### src/rtl/unidade_controle_pkg.sv
// Shared definitions for the control unit: opcodes, FSM states, ALU/source selects.
// No logic lives here.
package pacote_cpu;

  localparam logic [3:0] OP_ADD = 4'b0000;
  localparam logic [3:0] OP_SUB = 4'b0001;
  localparam logic [3:0] OP_LDA = 4'b0010;
  localparam logic [3:0] OP_STA = 4'b0011;
  localparam logic [3:0] OP_LDB = 4'b0100;
  localparam logic [3:0] OP_STB = 4'b0101;
  localparam logic [3:0] OP_LDC = 4'b0110;
  localparam logic [3:0] OP_JMP = 4'b0111;
  localparam logic [3:0] OP_AND = 4'b1000;
  localparam logic [3:0] OP_OR  = 4'b1001;
  localparam logic [3:0] OP_BEQ = 4'b1010;

  typedef enum logic [2:0] {
    OCIOSO,
    BUSCA,
    DECODIFICA,
    EXECUTA,
    ESPERA_MEM,
    PARADO
  } estado_t;

  typedef enum logic [1:0] {
    ULA_ADD = 2'b00,
    ULA_SUB = 2'b01,
    ULA_AND = 2'b10,
    ULA_OR  = 2'b11
  } sel_ula_t;

  typedef enum logic [1:0] {
    FONTE_ULA   = 2'b00,
    FONTE_MEM   = 2'b01,
    FONTE_CONST = 2'b10
  } sel_fonte_t;

  typedef enum logic [3:0] {
    CL_ULA,
    CL_LDA,
    CL_LDB,
    CL_STA,
    CL_STB,
    CL_LDC,
    CL_JMP,
    CL_BEQ,
    CL_ILEGAL
  } classe_t;

endpackage

### src/rtl/unidade_controle_if.sv
// Control-unit bus: ROM fetch, datapath controls/flags and data-memory strobes.
// master = control unit, slave = datapath/ROM/memory side.
interface unidade_controle_if #(
  parameter int LARGURA_PC = 8
);
  logic [LARGURA_PC-1:0] pc;
  logic [7:0]            instrucao_in;
  logic                  zero_a;
  logic                  igual_ab;
  logic [1:0]            sel_ula;
  logic [1:0]            sel_fonte_a;
  logic                  carrega_a;
  logic                  carrega_b;
  logic [3:0]            mem_endereco;
  logic                  mem_le;
  logic                  mem_escreve;
  logic                  mem_sel_dado;
  logic [3:0]            constante;

  modport master (
    output pc, sel_ula, sel_fonte_a, carrega_a, carrega_b,
           mem_endereco, mem_le, mem_escreve, mem_sel_dado, constante,
    input  instrucao_in, zero_a, igual_ab
  );

  modport slave (
    input  pc, sel_ula, sel_fonte_a, carrega_a, carrega_b,
           mem_endereco, mem_le, mem_escreve, mem_sel_dado, constante,
    output instrucao_in, zero_a, igual_ab
  );
endinterface

### src/rtl/unidade_controle_decodificador_instr.sv
// Combinational opcode decoder: instruction class, ALU operation and legality.
// Zero latency; no flow control.
module decodificador_instr
  import pacote_cpu::*;
(
  input  logic [3:0] opcode_i,
  output classe_t    classe_o,
  output sel_ula_t   op_ula_o,
  output logic       legal_o
);

  always_comb begin
    classe_o = CL_ILEGAL;
    op_ula_o = ULA_ADD;
    legal_o  = 1'b1;
    case (opcode_i)
      OP_ADD: classe_o = CL_ULA;
      OP_SUB: begin classe_o = CL_ULA; op_ula_o = ULA_SUB; end
      OP_AND: begin classe_o = CL_ULA; op_ula_o = ULA_AND; end
      OP_OR:  begin classe_o = CL_ULA; op_ula_o = ULA_OR;  end
      OP_LDA: classe_o = CL_LDA;
      OP_LDB: classe_o = CL_LDB;
      OP_STA: classe_o = CL_STA;
      OP_STB: classe_o = CL_STB;
      OP_LDC: classe_o = CL_LDC;
      OP_JMP: classe_o = CL_JMP;
      OP_BEQ: classe_o = CL_BEQ;
      default: legal_o = 1'b0;
    endcase
  end

endmodule

### src/rtl/unidade_controle.sv
// Multi-cycle control unit: fetch/decode/execute FSM, pc and retired-instruction counter.
// 3 cycles per instruction (4 for loads); no backpressure, strobes are one-cycle pulses.
module unidade_controle
  import pacote_cpu::*;
#(
  parameter int LARGURA_PC   = 8,
  parameter int LARGURA_CONT = 16
) (
  input  logic                    clk,
  input  logic                    rst_n,
  input  logic                    iniciar,
  unidade_controle_if.master      bus,
  output logic                    ocupado,
  output logic                    erro,
  output logic [LARGURA_CONT-1:0] contador_instr
);

  estado_t                 estado_q, estado_d;
  logic [7:0]              ir_q, ir_d;
  logic [LARGURA_PC-1:0]   pc_q, pc_d;
  logic [LARGURA_CONT-1:0] cont_q, cont_d;
  logic                    erro_q, erro_d;

  classe_t    classe;
  sel_ula_t   op_ula;
  logic       legal;

  logic       retira;
  logic       desvio;
  logic       carrega_a_c, carrega_b_c, mem_le_c, mem_escreve_c, mem_sel_dado_c;
  sel_ula_t   sel_ula_c;
  sel_fonte_t sel_fonte_c;

  decodificador_instr u_decodificador (
    .opcode_i (ir_q[7:4]),
    .classe_o (classe),
    .op_ula_o (op_ula),
    .legal_o  (legal)
  );

  always_ff @(posedge clk or negedge rst_n) begin
    if (!rst_n) begin
      estado_q <= OCIOSO;
      ir_q     <= '0;
      pc_q     <= '0;
      cont_q   <= '0;
      erro_q   <= 1'b0;
    end else begin
      estado_q <= estado_d;
      ir_q     <= ir_d;
      pc_q     <= pc_d;
      cont_q   <= cont_d;
      erro_q   <= erro_d;
    end
  end

  always_comb begin
    estado_d       = estado_q;
    ir_d           = ir_q;
    pc_d           = pc_q;
    cont_d         = cont_q;
    erro_d         = erro_q;
    retira         = 1'b0;
    desvio         = 1'b0;
    carrega_a_c    = 1'b0;
    carrega_b_c    = 1'b0;
    mem_le_c       = 1'b0;
    mem_escreve_c  = 1'b0;
    mem_sel_dado_c = 1'b0;
    sel_ula_c      = ULA_ADD;
    sel_fonte_c    = FONTE_ULA;

    case (estado_q)
      OCIOSO: if (iniciar) estado_d = BUSCA;
      BUSCA: begin
        ir_d     = bus.instrucao_in;
        estado_d = DECODIFICA;
      end
      DECODIFICA: begin
        if (!legal) begin
          estado_d = PARADO;
          erro_d   = 1'b1;
        end else begin
          estado_d = EXECUTA;
        end
      end
      EXECUTA: begin
        estado_d = BUSCA;
        retira   = 1'b1;
        case (classe)
          CL_ULA: begin
            carrega_a_c = 1'b1;
            sel_ula_c   = op_ula;
          end
          CL_LDA, CL_LDB: begin
            mem_le_c = 1'b1;
            estado_d = ESPERA_MEM;
            retira   = 1'b0;
          end
          CL_STA: mem_escreve_c = 1'b1;
          CL_STB: begin
            mem_escreve_c  = 1'b1;
            mem_sel_dado_c = 1'b1;
          end
          CL_LDC: begin
            carrega_a_c = 1'b1;
            sel_fonte_c = FONTE_CONST;
          end
          // Branch flags are only looked at here, never in earlier states.
          CL_JMP: desvio = bus.zero_a;
          CL_BEQ: desvio = bus.igual_ab;
          default: ;
        endcase
      end
      ESPERA_MEM: begin
        estado_d = BUSCA;
        retira   = 1'b1;
        if (classe == CL_LDA) begin
          carrega_a_c = 1'b1;
          sel_fonte_c = FONTE_MEM;
        end else begin
          carrega_b_c = 1'b1;
        end
      end
      PARADO: ;
      default: estado_d = OCIOSO;
    endcase

    if (retira) begin
      pc_d   = desvio ? LARGURA_PC'(ir_q[3:0]) : pc_q + LARGURA_PC'(1);
      cont_d = (&cont_q) ? cont_q : cont_q + LARGURA_CONT'(1);
    end
  end

  assign bus.pc           = pc_q;
  assign bus.sel_ula      = sel_ula_c;
  assign bus.sel_fonte_a  = sel_fonte_c;
  assign bus.carrega_a    = carrega_a_c;
  assign bus.carrega_b    = carrega_b_c;
  assign bus.mem_endereco = ir_q[3:0];
  assign bus.mem_le       = mem_le_c;
  assign bus.mem_escreve  = mem_escreve_c;
  assign bus.mem_sel_dado = mem_sel_dado_c;
  assign bus.constante    = ir_q[3:0];

  assign ocupado        = (estado_q != OCIOSO) && (estado_q != PARADO);
  assign erro           = erro_q;
  assign contador_instr = cont_q;

endmodule

### src/flat_wrapper.sv
// flat-port wrapper written by rule: the top's interface ports become plain ports
module unidade_controle_flat import pacote_cpu::*;
#(
  parameter int LARGURA_PC   = 8,
  parameter int LARGURA_CONT = 16
)
  (clk, rst_n, iniciar, ocupado, erro, contador_instr, bus_pc, bus_sel_ula, bus_sel_fonte_a, bus_carrega_a, bus_carrega_b, bus_mem_endereco, bus_mem_le, bus_mem_escreve, bus_mem_sel_dado, bus_constante, bus_instrucao_in, bus_zero_a, bus_igual_ab);
  unidade_controle_if #(.LARGURA_PC(LARGURA_PC)) bus_i ();
  input  logic clk;
  input  logic rst_n;
  input  logic iniciar;
  output logic ocupado;
  output logic erro;
  output logic [LARGURA_CONT-1:0] contador_instr;
  output wire logic [$bits(bus_i.pc)-1:0] bus_pc;
  output wire logic [$bits(bus_i.sel_ula)-1:0] bus_sel_ula;
  output wire logic [$bits(bus_i.sel_fonte_a)-1:0] bus_sel_fonte_a;
  output wire logic [$bits(bus_i.carrega_a)-1:0] bus_carrega_a;
  output wire logic [$bits(bus_i.carrega_b)-1:0] bus_carrega_b;
  output wire logic [$bits(bus_i.mem_endereco)-1:0] bus_mem_endereco;
  output wire logic [$bits(bus_i.mem_le)-1:0] bus_mem_le;
  output wire logic [$bits(bus_i.mem_escreve)-1:0] bus_mem_escreve;
  output wire logic [$bits(bus_i.mem_sel_dado)-1:0] bus_mem_sel_dado;
  output wire logic [$bits(bus_i.constante)-1:0] bus_constante;
  input wire logic [$bits(bus_i.instrucao_in)-1:0] bus_instrucao_in;
  input wire logic [$bits(bus_i.zero_a)-1:0] bus_zero_a;
  input wire logic [$bits(bus_i.igual_ab)-1:0] bus_igual_ab;
  assign bus_pc = bus_i.pc;
  assign bus_sel_ula = bus_i.sel_ula;
  assign bus_sel_fonte_a = bus_i.sel_fonte_a;
  assign bus_carrega_a = bus_i.carrega_a;
  assign bus_carrega_b = bus_i.carrega_b;
  assign bus_mem_endereco = bus_i.mem_endereco;
  assign bus_mem_le = bus_i.mem_le;
  assign bus_mem_escreve = bus_i.mem_escreve;
  assign bus_mem_sel_dado = bus_i.mem_sel_dado;
  assign bus_constante = bus_i.constante;
  assign bus_i.instrucao_in = bus_instrucao_in;
  assign bus_i.zero_a = bus_zero_a;
  assign bus_i.igual_ab = bus_igual_ab;
  unidade_controle #(.LARGURA_PC(LARGURA_PC), .LARGURA_CONT(LARGURA_CONT)) u_core (.clk(clk), .rst_n(rst_n), .iniciar(iniciar), .bus(bus_i), .ocupado(ocupado), .erro(erro), .contador_instr(contador_instr));
endmodule
### config.mk
export PLATFORM = sky130hd
export DESIGN_NAME = unidade_controle_flat
export DESIGN_NICKNAME = d
export VERILOG_FILES = /design/src/rtl/unidade_controle_pkg.sv /design/src/rtl/unidade_controle_if.sv /design/src/rtl/unidade_controle_decodificador_instr.sv /design/src/rtl/unidade_controle.sv /design/src/flat_wrapper.sv
export SDC_FILE = /design/constraint.sdc
export NUM_CORES = 1
export LEC_CHECK = 0
export CELL_PAD_IN_SITES_DETAIL_PLACEMENT = 0
export CELL_PAD_IN_SITES_GLOBAL_PLACEMENT = 2
export CORE_ASPECT_RATIO = 0.6
export CORE_MARGIN = 3
export CORE_UTILIZATION = 31
export CTS_CLUSTER_DIAMETER = 30
export DETAILED_ROUTE_END_ITERATION = 7
export PLACE_DENSITY_LB_ADDON = 0.1
export REMOVE_ABC_BUFFERS = 1
export SLEW_MARGIN = 10
export SYNTH_ARGS = -nofsm -noshare
export SYNTH_HDL_FRONTEND = slang
export SYNTH_SLANG_ARGS = --single-unit
### constraint.sdc
create_clock -name clk -period 3.7 [get_ports clk]
set_clock_uncertainty 0.15 [all_clocks]
set_input_delay 0.74 -clock clk [delete_from_list [all_inputs] [get_ports clk]]
set_output_delay 0.74 -clock clk [all_outputs]
set_load 0.05 [all_outputs]
Word level (Yosys, flattened, before mapping):

Index checks and enable logic that the tools add are counted.
W data, S select, Z words.

* multiplexer cells: 28
* eq/ne operators: 24
* reductions and logical operators: 14
* $add $sub $neg: 2
* bitwise operators: 3

Operators by type and width (count)
* $eq A4 B3 Y1 const B: 8
* $pmux W4 S8: 1
* $pmux W3 S6: 1
* $add A16 B1 Y16 const B: 1
* $eq A4 B2 Y1 const B: 4
* $reduce_and A16 Y1: 1
* $mux W1: 14
* $eq A4 B4 Y1 const B: 3
* $reduce_or A11 Y1: 1
* $mux W3: 3
* $add A8 B1 Y8 const B: 1
* $eq A4 B1 Y1 const B: 2
* $logic_not A4 Y1: 2
* $mux W8: 1
* $eq A3 B2 Y1 const B: 2
* $eq A3 B3 Y1 const B: 2
* $mux W2: 3
* $pmux W1 S2: 3
* $pmux W2 S3: 1
* $reduce_and A2 Y1: 3
* $reduce_or A2 Y1: 3
* $pmux W2 S2: 1
* $reduce_or A4 Y1: 1
* $eq A3 B1 Y1 const B: 1
* other kinds (6): 8

* input bits: 13
* register bits after elaboration: 36
* logic and storage cells: 76

Logic depth before layout (Yosys ltp):

* depth in word-level cells: 8
* depth in mapped cells: 7

Cells and area by module:

From an unflattened synthesis, not the netlist that was laid out.

* cells, all modules: 205
* area total of the unflattened synthesis: 2053.2 um^2

Modules (own cells, without submodules)
* unidade_controle: seq. area each 900.9 um^2, instances 1, area an instance 1943.1 um^2, cells an instance 189
* decodificador_instr: seq. area each 0.0 um^2, instances 1, area an instance 110.1 um^2, cells an instance 16

Worst setup path before layout:

OpenSTA, ideal clock, no wires.

* kind: register to output
* from: reg u_core.estado_q[0]
* to: out bus_mem_escreve
* stages on the path, launching flop included: 4
* arrival time: 2499 ps
* data required time: 2810 ps
* buffers on the path: 1
* setup slack: 311 ps
* cell sequence: dfrtp_1 -> clkbuf_1 -> nand3b_1 -> nor4b_1

* cells in the longest elaborated chain, start to end: 2

Ends and longest elaborated chain
* from (decl): RTL line unidade_controle.sv:18 `estado_t estado_q, estado_d;`
* from (signal assigned): RTL line unidade_controle.sv:49 `estado_q <= estado_d;`
* $eq A3 B2 Y1: RTL line unidade_controle.sv:73 `case (estado_q)`
* $mux W1: RTL line unidade_controle.sv:73
* to (decl): RTL line flat_wrapper.sv:22 `output wire logic [$bits(bus_i.mem_escreve)-1:0] bus_mem_escreve;`

No other way between the ends.

Worst setup path in the final report:

* from: reg u_core.estado_q[0]
* to: out bus_sel_ula[0]

* cells in the longest elaborated chain, start to end: 2

Ends and longest elaborated chain
* $eq A3 B2 Y1: RTL line unidade_controle.sv:73
* $mux W2: RTL line unidade_controle.sv:73
* to (decl): RTL line flat_wrapper.sv:16 `output wire logic [$bits(bus_i.sel_ula)-1:0] bus_sel_ula;`

No other way between the ends.

==> flow_metrics.py <==
metrics = {
    "yosys": {
        "synthSimpleGateAreaFrac_pct": 26.0,
        "synth_area_leaders": "dfrtp_1 (46%), mux2_2 (5.1%), xnor2_1 (4.0%)",
        "synth_top_cell_area_share_pct": 45.6,
        "synth_compound_area_share_pct": 8.23,
        "ys_ff_latch": 36,
        "synth_edf_count": 0,
        "synthMuxAreaShare_pct": 5.13,
        "synthXorXnorAreaFrac_pct": 7.98,
        "synthCells": 192,
        "yosys.area_share.adder_pct": 1.27,
        "yosys.area.top_type": "dfrtp_1",
        "yosys.cell_types.count": 45,
        "syn_area_sq_um": 1980,
        "syn_area_per_cell_sq_um": 10.3,
        "ys_async_sr_fraction_pct": 100,
        "synth_top_family_by_area": "simple AND/OR/NAND/NOR gates",
        "yosysWarnings": 0,
        "synth-seq-area-share_pct": 45.6,
        "synth_top_flop_cell": "dfrtp_1",
    },
    "pwr": {
        "leakagePower_nw": 1.06,
        "power_mw": 2.46,
        "p_per_area_nw_per_um2": 929,
        "ir_worst_vdd_uv": 644,
    },
    "cts": {
        "worstSkewPairLatency_ns": 0.29,
        "post_cts_resized": 0,
        "tritoncts": "yes",
        "cts_sinks": 36,
        "numCtsBuffers": 5,
        "clock_path_buffers": 2,
        "clock_tree.root_cell": "clkbuf_8",
        "cts-htree-levels": 2,
        "post_cts_buffers": 0,
        "cts_hold_buf": 0,
        "path_clk_slew_ns": 0.07,
    },
    "timing": {
        "fin_crit_ns": 3.28,
        "fin_crit_sh_pct": 88.6,
        "hold_viol_final": 0,
        "setup_viol": 0,
        "slew_headroom_pct": 52.4,
        "setup_tns_ns": 0,
        "fmax_mhz": 305,
        "slew_viol_final": 0,
        "tightest_slew_ns": 0.712,
        "rsz0062_at_grt": "false",
    },
    "finish": {
        "layout.area.seq_sq_um": 901,
        "diodes": 0,
        "fin_util_pct": 45.3,
        "area_growth_pct": 34.3,
        "nFillCells": 561,
        "layout_common_cells": "clkdlybuf4s50_1 (55), dfrtp_1 (36), nand2_1 (13)",
        "final_common_cell": "clkdlybuf4s50_1",
        "multi_input_area_sq_um": 960,
        "drive_gt1_share_pct": 9.62,
        "fin_nets": 253,
        "final_cell_count_no_fill": 319,
    },
    "die": {
        "dieArea_sq_um": 7400,
        "initial_core_util_pct": 33.7,
        "top_level_ports": 56,
        "fp-row-count": 21,
        "die_height_um": 67.8,
        "die_w_um": 109,
        "core_sq_um": 5860,
    },
    "global_route": {
        "grt.total_usage_pct": 14.3,
        "grt_antenna_before_repair": 0,
        "grt_max_degree": 37,
        "grt_overflow": 0,
        "grt_pass1_wl_um": 8130,
        "grt_pass1_vias": 1579,
    },
    "setup_path": {
        "path_max_fanout": 11,
        "cp_cell_sequence": "nand3b_1, nor3_1, and2_1, clkdlybuf4s50_1",
        "required_ns": 2.81,
        "r2r_cells": 5,
        "worstSetupStartpointType": "flip-flop",
        "r2r-end": "u_core.contador_instr[1]",
        "worst_path_largest_cell_delay_ns": 0.80,
        "r2r_setup_slack_ns": 1.40,
        "critPathKind": "flip-flop to primary output",
        "r2r-start": "u_core.contador_instr[0]",
        "cp.arrival_ns": 2.39,
        "critical_path.slowest_cell": "clkdlybuf4s50_1",
        "cp-end-kind": "primary output",
    },
    "hold_path": {
        "hold_path_class": "flip-flop to flip-flop",
        "hp-start": "u_core.erro",
        "whs_path_depth": 2,
        "holdPathEnd": "u_core.erro",
    },
    "outcome": {
        "outcome": "completed",
    },
    "place": {
        "place.gp.congestion": 0.754,
        "dp.final_hpwl_um": 3660,
        "dp.cells": 311,
        "io_buffer_count": 55,
    },
    "routing": {
        "first_pass_iters": 4,
        "finalWirelength_um": 4860,
        "antenna_left": 0,
        "vias": 1597,
        "first_iter_violations": 66,
        "drc": 0,
        "wl_per_cell_um": 15.2,
        "viasPerCell": 5.01,
    },
    "run": {
        "maxCapViolCount": 0,
    },
}
-- final cells by class --
| type | count | share of cell area, % |
|---|---|---|
| Inverter | 2 | 0.283 |
| Clock buffer | 7 | 3.63 |
| Sequential cell | 36 | 34.0 |
| Clock inverter | 1 | 1.13 |
| Timing Repair Buffer | 56 | 21.0 |
| Tap cell | 80 | 3.77 |
| Multi-Input combinational cell | 137 | 36.2 |
-- metrics by stage --
stage / area [sq um] / worst slack [ns] / hold slack, ns
after CTS: 2650 / 0.406 / 0.337
after global routing: 2650 / 0.228 / 0.360
final: 2650 / 0.423 / 0.326
after floorplan: 1870 / 0.412 / 0.294
after detailed placement: 2530 / 0.719 / 0.321
after global placement: 2530 / 0.771 / 0.304
-- synth_stat cells, types with 2 or more instances --
| cell | instances |
|---|---|
| or4_1 | 2 |
| dfrtp_1 | 36 |
| nor4b_1 | 4 |
| xnor2_1 | 9 |
| and2_1 | 2 |
| nand4_1 | 7 |
| and4b_1 | 2 |
| nor4_2 | 2 |
| o211ai_1 | 2 |
| o31ai_1 | 2 |
| a21oi_1 | 6 |
| nand3b_1 | 3 |
| nor3_1 | 6 |
| nor2b_1 | 2 |
| buf_2 | 2 |
| buf_4 | 9 |
| nand2b_1 | 3 |
| a31oi_1 | 2 |
| xor2_1 | 9 |
| nor2_1 | 7 |
| nor4_1 | 2 |
| clkbuf_1 | 5 |
| nand2_1 | 13 |
| and3_1 | 2 |
| ha_1 | 2 |
| inv_1 | 2 |
| nor3b_1 | 2 |
| mux2_2 | 9 |
| o21ai_0 | 6 |
| or3_1 | 8 |
| nand3_1 | 10 |
-- where the power goes --
part	switching, mW	internal (mW)
Combinational	0.844	0.486
Sequential	0.223	0.533
Clock	0.142	0.238
-- sequential cells by signal, indices dropped and copies added (netlist names) --
signal	count
u_core.estado_q	3
u_core.bus.pc	8
u_core.contador_instr	16
u_core.erro	1
u_core.ir_q	8
-- how the worst max path moves through the flow --
| stage | from | end | cells past startpoint |
|---|---|---|---|
| 3_3_place_gp | u_core.estado_q[0] | bus_carrega_a | 4 |
| 2_1_floorplan | u_core.estado_q[2] | bus_mem_escreve | 2 |
| 4_1_cts | u_core.estado_q[0] | bus_sel_ula[0] | 4 |
| 5_1_grt | u_core.estado_q[0] | bus_sel_ula[0] | 4 |
| 6_report | u_core.estado_q[0] | bus_sel_ula[0] | 4 |
| 3_5_place_dp | u_core.estado_q[0] | bus_sel_ula[0] | 4 |
-- kinds of logic (layout without fill, tap and decap cells) --
| family | count (synthesis) | in the layout |
|---|---|---|
| AND/OR/NAND/NOR | 83 | 83 |
| flip-flops | 36 | 36 |
| AO/OA/AOI/OAI | 25 | 25 |
| buffers and inverters | 19 | 66 |
| XOR/XNOR | 18 | 18 |
| multiplexers | 9 | 9 |
| adder cells (fa/ha/maj) | 2 | 2 |
-- routing by layer --
layer / part of all wire, % / wire [um] / track usage (%) / up-vias
li1: - / - / - / 783
met1: 54 / 2630 / 21.8 / 770
met2: 40 / 1950 / 19.5 / 39
met3: 5.2 / 252 / 4.34 / 5
met4: 0.56 / 27 / 3.46 / 0
met5: 0 / 0 / 0 / -
-- critical path: cells and delay by family (launching register included) --
kind / cells / cell delay (ns)
buf+inv: 1 / 0.80
simple gates: 3 / 0.77
flops: 1 / 0.53
Note: power is estimated with default switching activity, not from simulation.
